File: config.mk
export PLATFORM = sky130hd
export DESIGN_NAME = param_scan_responder
export DESIGN_NICKNAME = d
export VERILOG_FILES = /design/src/rtl/param_scan_responder.sv
export SDC_FILE = /design/constraint.sdc
export NUM_CORES = 1
export LEC_CHECK = 0
export BUFFER_PORTS_ARGS = -buffer_cell sky130_fd_sc_hd__buf_2
export CORE_ASPECT_RATIO = 1.2
export CORE_MARGIN = 4
export CORE_UTILIZATION = 40
export CTS_CLUSTER_DIAMETER = 60
export DETAILED_ROUTE_END_ITERATION = 10
export PLACE_DENSITY = 0.7
export SYNTH_ARGS = -nofsm -noshare
export SYNTH_HDL_FRONTEND = slang
export SYNTH_SLANG_ARGS = --single-unit
File: constraint.sdc
create_clock -name clk -period 2.1 [get_ports clk]
set_input_delay 0.42 -clock clk [delete_from_list [all_inputs] [get_ports clk]]
set_output_delay 0.42 -clock clk [all_outputs]
set_load 0.05 [all_outputs]
File: src/rtl/param_scan_responder.sv
// Parameter-iteration responder: answers iterate/scan queries with descriptors
// (index, width, value) of this block's own elaborated parameters.
module param_scan_responder #(
  parameter bit                SOME_BIT_PARAM = 1'b0,
  parameter int                SOME_INT_PARAM = 0,
  parameter int                VEC_W          = 8,
  parameter logic [VEC_W-1:0]  SOME_VEC_PARAM = 8'hA5
) (
  input  logic        clk,
  input  logic        rst_n,
  input  logic        iter_req,
  output logic        iter_ready,
  output logic        iter_ack,
  input  logic        scan_valid,
  output logic        scan_ready,
  output logic        rsp_valid,
  input  logic        rsp_ready,
  output logic        rsp_null,
  output logic [1:0]  rsp_index,
  output logic [5:0]  rsp_width,
  output logic [31:0] rsp_value,
  output logic [7:0]  scan_count
);

  localparam logic [1:0] NUM_PARAMS = 2'd3;

  typedef enum logic [1:0] {
    IDLE,
    ARMED,
    EXHAUSTED,
    RESP
  } state_t;

  // Descriptor table; slot 3 is padding so a 2-bit cursor never indexes out of range.
  logic [5:0]  entry_width [4];
  logic [31:0] entry_value [4];

  generate
    for (genvar gi = 0; gi < 4; gi++) begin : g_entry
      if (gi == 0) begin : g_bit
        assign entry_width[gi] = 6'd1;
        assign entry_value[gi] = {31'd0, SOME_BIT_PARAM};
      end else if (gi == 1) begin : g_int
        assign entry_width[gi] = 6'd32;
        assign entry_value[gi] = 32'(SOME_INT_PARAM);
      end else if (gi == 2) begin : g_vec
        assign entry_width[gi] = 6'(VEC_W);
        assign entry_value[gi] = 32'(SOME_VEC_PARAM);
      end else begin : g_pad
        assign entry_width[gi] = 6'd0;
        assign entry_value[gi] = 32'd0;
      end
    end
  endgenerate

  state_t      state_reg, state_next;
  state_t      ret_state_reg, ret_state_next;
  logic [1:0]  cursor_reg, cursor_next;
  logic [1:0]  cursor_inc;
  logic        rsp_valid_reg, rsp_valid_next;
  logic        rsp_null_reg, rsp_null_next;
  logic [1:0]  rsp_index_reg, rsp_index_next;
  logic [5:0]  rsp_width_reg, rsp_width_next;
  logic [31:0] rsp_value_reg, rsp_value_next;
  logic        iter_ack_reg, iter_ack_next;
  logic [7:0]  scan_count_reg, scan_count_next;
  logic        iter_accept;
  logic        scan_accept;

  assign iter_ready  = (state_reg != RESP);
  assign scan_ready  = (state_reg != RESP) && !iter_req;
  assign iter_accept = iter_req && iter_ready;
  assign scan_accept = scan_valid && scan_ready;
  assign cursor_inc  = cursor_reg + 2'd1;

  always_comb begin
    state_next      = state_reg;
    ret_state_next  = ret_state_reg;
    cursor_next     = cursor_reg;
    rsp_valid_next  = rsp_valid_reg;
    rsp_null_next   = rsp_null_reg;
    rsp_index_next  = rsp_index_reg;
    rsp_width_next  = rsp_width_reg;
    rsp_value_next  = rsp_value_reg;
    iter_ack_next   = 1'b0;
    scan_count_next = scan_count_reg;

    case (state_reg)
      RESP: begin
        // Fields stay frozen until the initiator takes the response.
        if (rsp_ready) begin
          state_next     = ret_state_reg;
          rsp_valid_next = 1'b0;
          if (!rsp_null_reg && (scan_count_reg != 8'hFF)) begin
            scan_count_next = scan_count_reg + 8'd1;
          end
        end
      end
      default: begin
        if (iter_accept) begin
          state_next    = ARMED;
          cursor_next   = 2'd0;
          iter_ack_next = 1'b1;
        end else if (scan_accept) begin
          state_next     = RESP;
          rsp_valid_next = 1'b1;
          if (state_reg == ARMED) begin
            rsp_null_next  = 1'b0;
            rsp_index_next = cursor_reg;
            rsp_width_next = entry_width[cursor_reg];
            rsp_value_next = entry_value[cursor_reg];
            cursor_next    = cursor_inc;
            ret_state_next = (cursor_inc == NUM_PARAMS) ? EXHAUSTED : ARMED;
          end else begin
            // No iterator open, or set exhausted: answer with an empty descriptor.
            rsp_null_next  = 1'b1;
            rsp_index_next = 2'd0;
            rsp_width_next = 6'd0;
            rsp_value_next = 32'd0;
            ret_state_next = state_reg;
          end
        end
      end
    endcase
  end

  always_ff @(posedge clk) begin
    if (!rst_n) begin
      state_reg      <= IDLE;
      ret_state_reg  <= IDLE;
      cursor_reg     <= 2'd0;
      rsp_valid_reg  <= 1'b0;
      rsp_null_reg   <= 1'b0;
      rsp_index_reg  <= 2'd0;
      rsp_width_reg  <= 6'd0;
      rsp_value_reg  <= 32'd0;
      iter_ack_reg   <= 1'b0;
      scan_count_reg <= 8'd0;
    end else begin
      state_reg      <= state_next;
      ret_state_reg  <= ret_state_next;
      cursor_reg     <= cursor_next;
      rsp_valid_reg  <= rsp_valid_next;
      rsp_null_reg   <= rsp_null_next;
      rsp_index_reg  <= rsp_index_next;
      rsp_width_reg  <= rsp_width_next;
      rsp_value_reg  <= rsp_value_next;
      iter_ack_reg   <= iter_ack_next;
      scan_count_reg <= scan_count_next;
    end
  end

  assign rsp_valid  = rsp_valid_reg;
  assign rsp_null   = rsp_null_reg;
  assign rsp_index  = rsp_index_reg;
  assign rsp_width  = rsp_width_reg;
  assign rsp_value  = rsp_value_reg;
  assign iter_ack   = iter_ack_reg;
  assign scan_count = scan_count_reg;

endmodule

; ---- Word-level counts from Yosys, hierarchy flattened
; Cells that the tools add are included.
[word_totals]
regBits = 57
in_bits = 5
output_inout_bits = 53
word_cells = 64
[op_classes]
addsub = 2
order_cmp = 1
n_eq_ne = 7
muxes = 24
bitwise_logic = 4
reduce_logical = 16
[op_table]
columns = cell, n
row1 = 32-bit 2-to-1 mux, 3
row2 = 32-bit binary-select mux with 2-bit select, 1
row3 = 2-bit 2-to-1 mux, 10
row4 = 6-bit 2-to-1 mux, 3
row5 = 6-bit binary-select mux with 2-bit select, 1
row6 = 3-bit AND reduction, 4
row7 = "8-bit by 1-bit adder with 8-bit output, second input constant", 1
row8 = "8-bit inequality test, second input constant", 1
row9 = 1-bit 2-to-1 mux, 6
row10 = 2-bit nonzero test, 3
row11 = "2-bit equality test, second input constant", 2
row12 = 1-bit logical AND, 4
row13 = "2-bit inequality test, second input constant", 2
row14 = "3-bit >= comparator, second input constant", 1
row15 = 1-bit inverter, 3
row16 = 2-bit inverter with 3-bit output, 1
row17 = 3-bit nonzero test, 1
row18 = "2-bit by 1-bit adder with 2-bit output, second input constant", 1
row19 = "2-bit by 1-bit equality test with 1-bit output, second input constant", 1
row20 = 1-bit zero test, 2
row21 = "2-bit by 1-bit inequality test with 1-bit output, second input constant", 1
row22 = 2-bit AND reduction, 1
row23 = 2-bit OR reduction, 1

; ---- Depth between registers and ports, before layout
[depth]
depth_word = 6
ltp_mapped = 6
depth_no_buf = 6

; ---- Worst setup path before layout
; OpenSTA, ideal clock, no wires.
[synth_path]
kind = reg2reg
start = register scan_count_reg[0] (netlist: scan_count[0])
end = register scan_count_reg[3] (netlist: scan_count[3])
setup_time_ns = 0.135
arrival_ns = 1.862
t_required_ns = 1.965
path_slack_ns = 0.103
stages_incl_launch_ff = 7
n_path_buf = 1
synth_period_minus_slack_ns = 1.997
path_cell_list = dfxtp_1 > ha_1 > and3_1 > a211o_1 > buf_2 > o311ai_0 > o41ai_1
[synth_between]
elab_chain_len = 3
word_cells_on_any_way = 4
cone_classes = 1 x add/sub / 1 x eq/ne / 2 x reduce/logical
[synth_rtl]
columns = item, line
row1 = start: declaration, 66  ; logic [7:0] scan_count_reg, scan_count_next;
row2 = start signal: assignment, 149  ; scan_count_reg <= scan_count_next;
row3 = branches (longest 3 deep; another with 8-bit by 1-bit adder with 8-bit output), n/a
; Several ways; the timed one is not identified.
; A chain may end at the register's enable or synchronous reset.

; ---- Worst setup path after layout
; Ends and elaborated chain as after synthesis.

==> impl_metrics.env <==
export IMPL_outcome="finished, final reports clean"
export IMPL_drtAntennaViolNets=0
export IMPL_cp_max_fo=9
export IMPL_hold_class="input port to flip-flop"
export IMPL_rsz0062_at_grt="no"
export IMPL_finalCriticalPeriod_ns=1.95
export IMPL_cts_buffers=3
export IMPL_finalHoldViolations=0
export IMPL_cts_resized=0
export IMPL_clk_latency_ns=0.29
export IMPL_synth_cell_types=34
export IMPL_grt_usage_pct=11.2
export IMPL_instances_no_fill=216
export IMPL_startpoint_type="flip-flop"
export IMPL_crit_path_end_kind="flip-flop"
export IMPL_ys_warn_count=0
export IMPL_die_y_um=69.7
export IMPL_wl_per_cell_um=11.3
export IMPL_yosysSeqAreaShare_pct=34.7
export IMPL_grt_first_pass_wirelength_um=3690
export IMPL_worst_slack_ns=0.147
export IMPL_r2r_start="scan_count[0]$_SDFFE_PN0P_"
export IMPL_max_freq_mhz=512
export IMPL_core_area_mm2=0.00306
export IMPL_start_util_pct=41.5
export IMPL_ioPinCount=58
export IMPL_antenna_found_initial=0
export IMPL_place_congestion=0.769
export IMPL_critical_path_buf_inv_count=1
export IMPL_final_setup_viol_count=0
export IMPL_path_class="flip-flop to flip-flop"
export IMPL_synth_adder_area_share_pct=4.93
export IMPL_place_ws_ns=0.187
export IMPL_synth_area_per_cell_um2=8.13
export IMPL_syn_inst=156
export IMPL_slowest_stage="a211o_1"
export IMPL_hold_buffers=0
export IMPL_fin_crit_sh_pct=93.0
export IMPL_h_tree_depth=1
export IMPL_power_leakage_uw=0.000618
export IMPL_grt_max_degree=14
export IMPL_slew_viol_final=0
export IMPL_cts_buffer_depth=2
export IMPL_crit_chain="ha_1 > and3_1 > a211o_1 > buf_4 > o311ai_0 > o41ai_1"
export IMPL_final_cell_mix="31 x conb_1, 26 x buf_2, 22 x dfxtp_1"
export IMPL_dp_cells=213
export IMPL_drive_gt1_share_pct=18.9
export IMPL_max_stage_delay_ns=0.39
export IMPL_fin_nets=192
export IMPL_vias=1011
export IMPL_dr_pass1_iters=4
export IMPL_synth_top_cell_by_area="dfxtp_1"
export IMPL_crit_arrival_ns=2.13
export IMPL_synth_area_leaders="dfxtp_1 35%, buf_4 21%, a21oi_1 5.9%"
export IMPL_via_per_inst=4.68
export IMPL_dieWidth_um=59.4
export IMPL_yosys_register_bits=22
export IMPL_setup_tns_ns=0
export IMPL_synthMuxAreaShare_pct=0.789
export IMPL_die_area_mm2=0.00414
export IMPL_grt_overflow=0
export IMPL_drc=0
export IMPL_detail_route_iter0_violations=19
export IMPL_critical_path_top_delay_family="compound AO/OA/AOI/OAI gates"
export IMPL_synth_top_area_share_pct=34.7
export IMPL_drv_cap=0
export IMPL_largest_reg_flops=8
export IMPL_synth_area_mm2=0.00127
export IMPL_clockRootBuffer="clkbuf_4"
export IMPL_cts_setup_buffers=0
export IMPL_port_buffers=26
export IMPL_utilization_pct=43.5
export IMPL_power_density_mw_per_mm2=623
export IMPL_syn_to_final_growth_pct=4.83
export IMPL_clock_skew_ns=0.000796
export IMPL_hold_ws_ns=0.397
export IMPL_cts_sink_count=22
export IMPL_synth_simple_gate_area_share_pct=20.1
export IMPL_hp_start="rst_n"
export IMPL_path_clk_slew_ns=0.11
export IMPL_post_synth_xor_area_fraction_pct=0.690
export IMPL_rows=22
export IMPL_synth_compound_area_share_pct=14.7
export IMPL_wl_um=2430
export IMPL_layout_cells_most_common="conb_1"
export IMPL_dpl_hpwl_um=1900
export IMPL_cts_tree="yes"
export IMPL_grt_pass1_vias=854
export IMPL_startpoint="scan_count[0]$_SDFFE_PN0P_"
export IMPL_antennaDiodeCount=0
export IMPL_irDropWorstVdd_v=0.000352
export IMPL_synth_top_family_by_area="buffers and inverters"
export IMPL_critPathRequiredTime_ns=2.28
==> worst paths after layout <==
| path | end | cells past startpoint | slack, ns |
|---|---|---|---|
| worst max register to register | scan_count[3]$_SDFFE_PN0P_ | 6 | 0.15 |
| worst max-delay path | scan_count[3]$_SDFFE_PN0P_ | 6 | 0.15 |
| worst min register to register | rsp_index[1]$_SDFFE_PN0P_ | 2 | 0.46 |
| worst min-delay path | state_reg[1]$_SDFFE_PN0P_ | 3 | 0.40 |
==> cell families after synthesis <==
logic type      count (synthesis)
flops                          22
other cells                     1
fa+ha+maj                       5
mux                             1
simple gates                   50
compound gates                 31
xor+xnor                        1
buf+inv                        45
==> where the power goes <==
group	internal [µW]	switching (µW)
Sequential	428	6.78
Combinational	26.8	186
Clock	66.8	115
Total	521	307
==> area by class of cell <==
class	instances	area, µm²
clock buffer	3	22.5
fill	334	1730
inverter	6	22.5
multi-input combinational	119	639
sequential	22	440
tap	36	45.0
timing repair buffer	30	160
==> synthesized netlist by cell type (all sizes together) <==
master	number
clkbuf	3
o21ai	5
a211oi	2
nand2b	3
or4	2
buf	36
o41ai	1
conb	1
nor4b	1
inv	5
o31ai	2
clkinv	1
and2	1
nand3	9
o221ai	1
and4	1
mux2i	1
nor3	4
a21oi	15
or3	2
and3	2
dfxtp	22
xor2	1
a31oi	1
a211o	1
o311ai	1
nor2b	2
and4b	1
nor2	10
nand2	12
o21a	1
a22oi	1
ha	5
==> through the flow <==
step / power [µW] / area (µm²)
finish: 828 / 1330
global route: 866 / 1330
CTS: 839 / 1330
detailed placement: 656 / 1310
global placement: 656 / 1310
floorplan: 673 / 1380
==> tightest hold or removal path, cell delays in order <==
cell and delay [ns]:
buf_2 0.12, o221ai_1 0.07, nor2_1 0.04
==> metal layers <==
layer / up-vias / wire length [µm] / track usage [%]
met5: - / 0 / 0
met4: 0 / 21 / 5.29
met3: 2 / 151 / 1.68
met2: 26 / 1280 / 19.7
met1: 459 / 980 / 12.7
li1: 524 / - / -
Power figures use the tool's default switching activity.
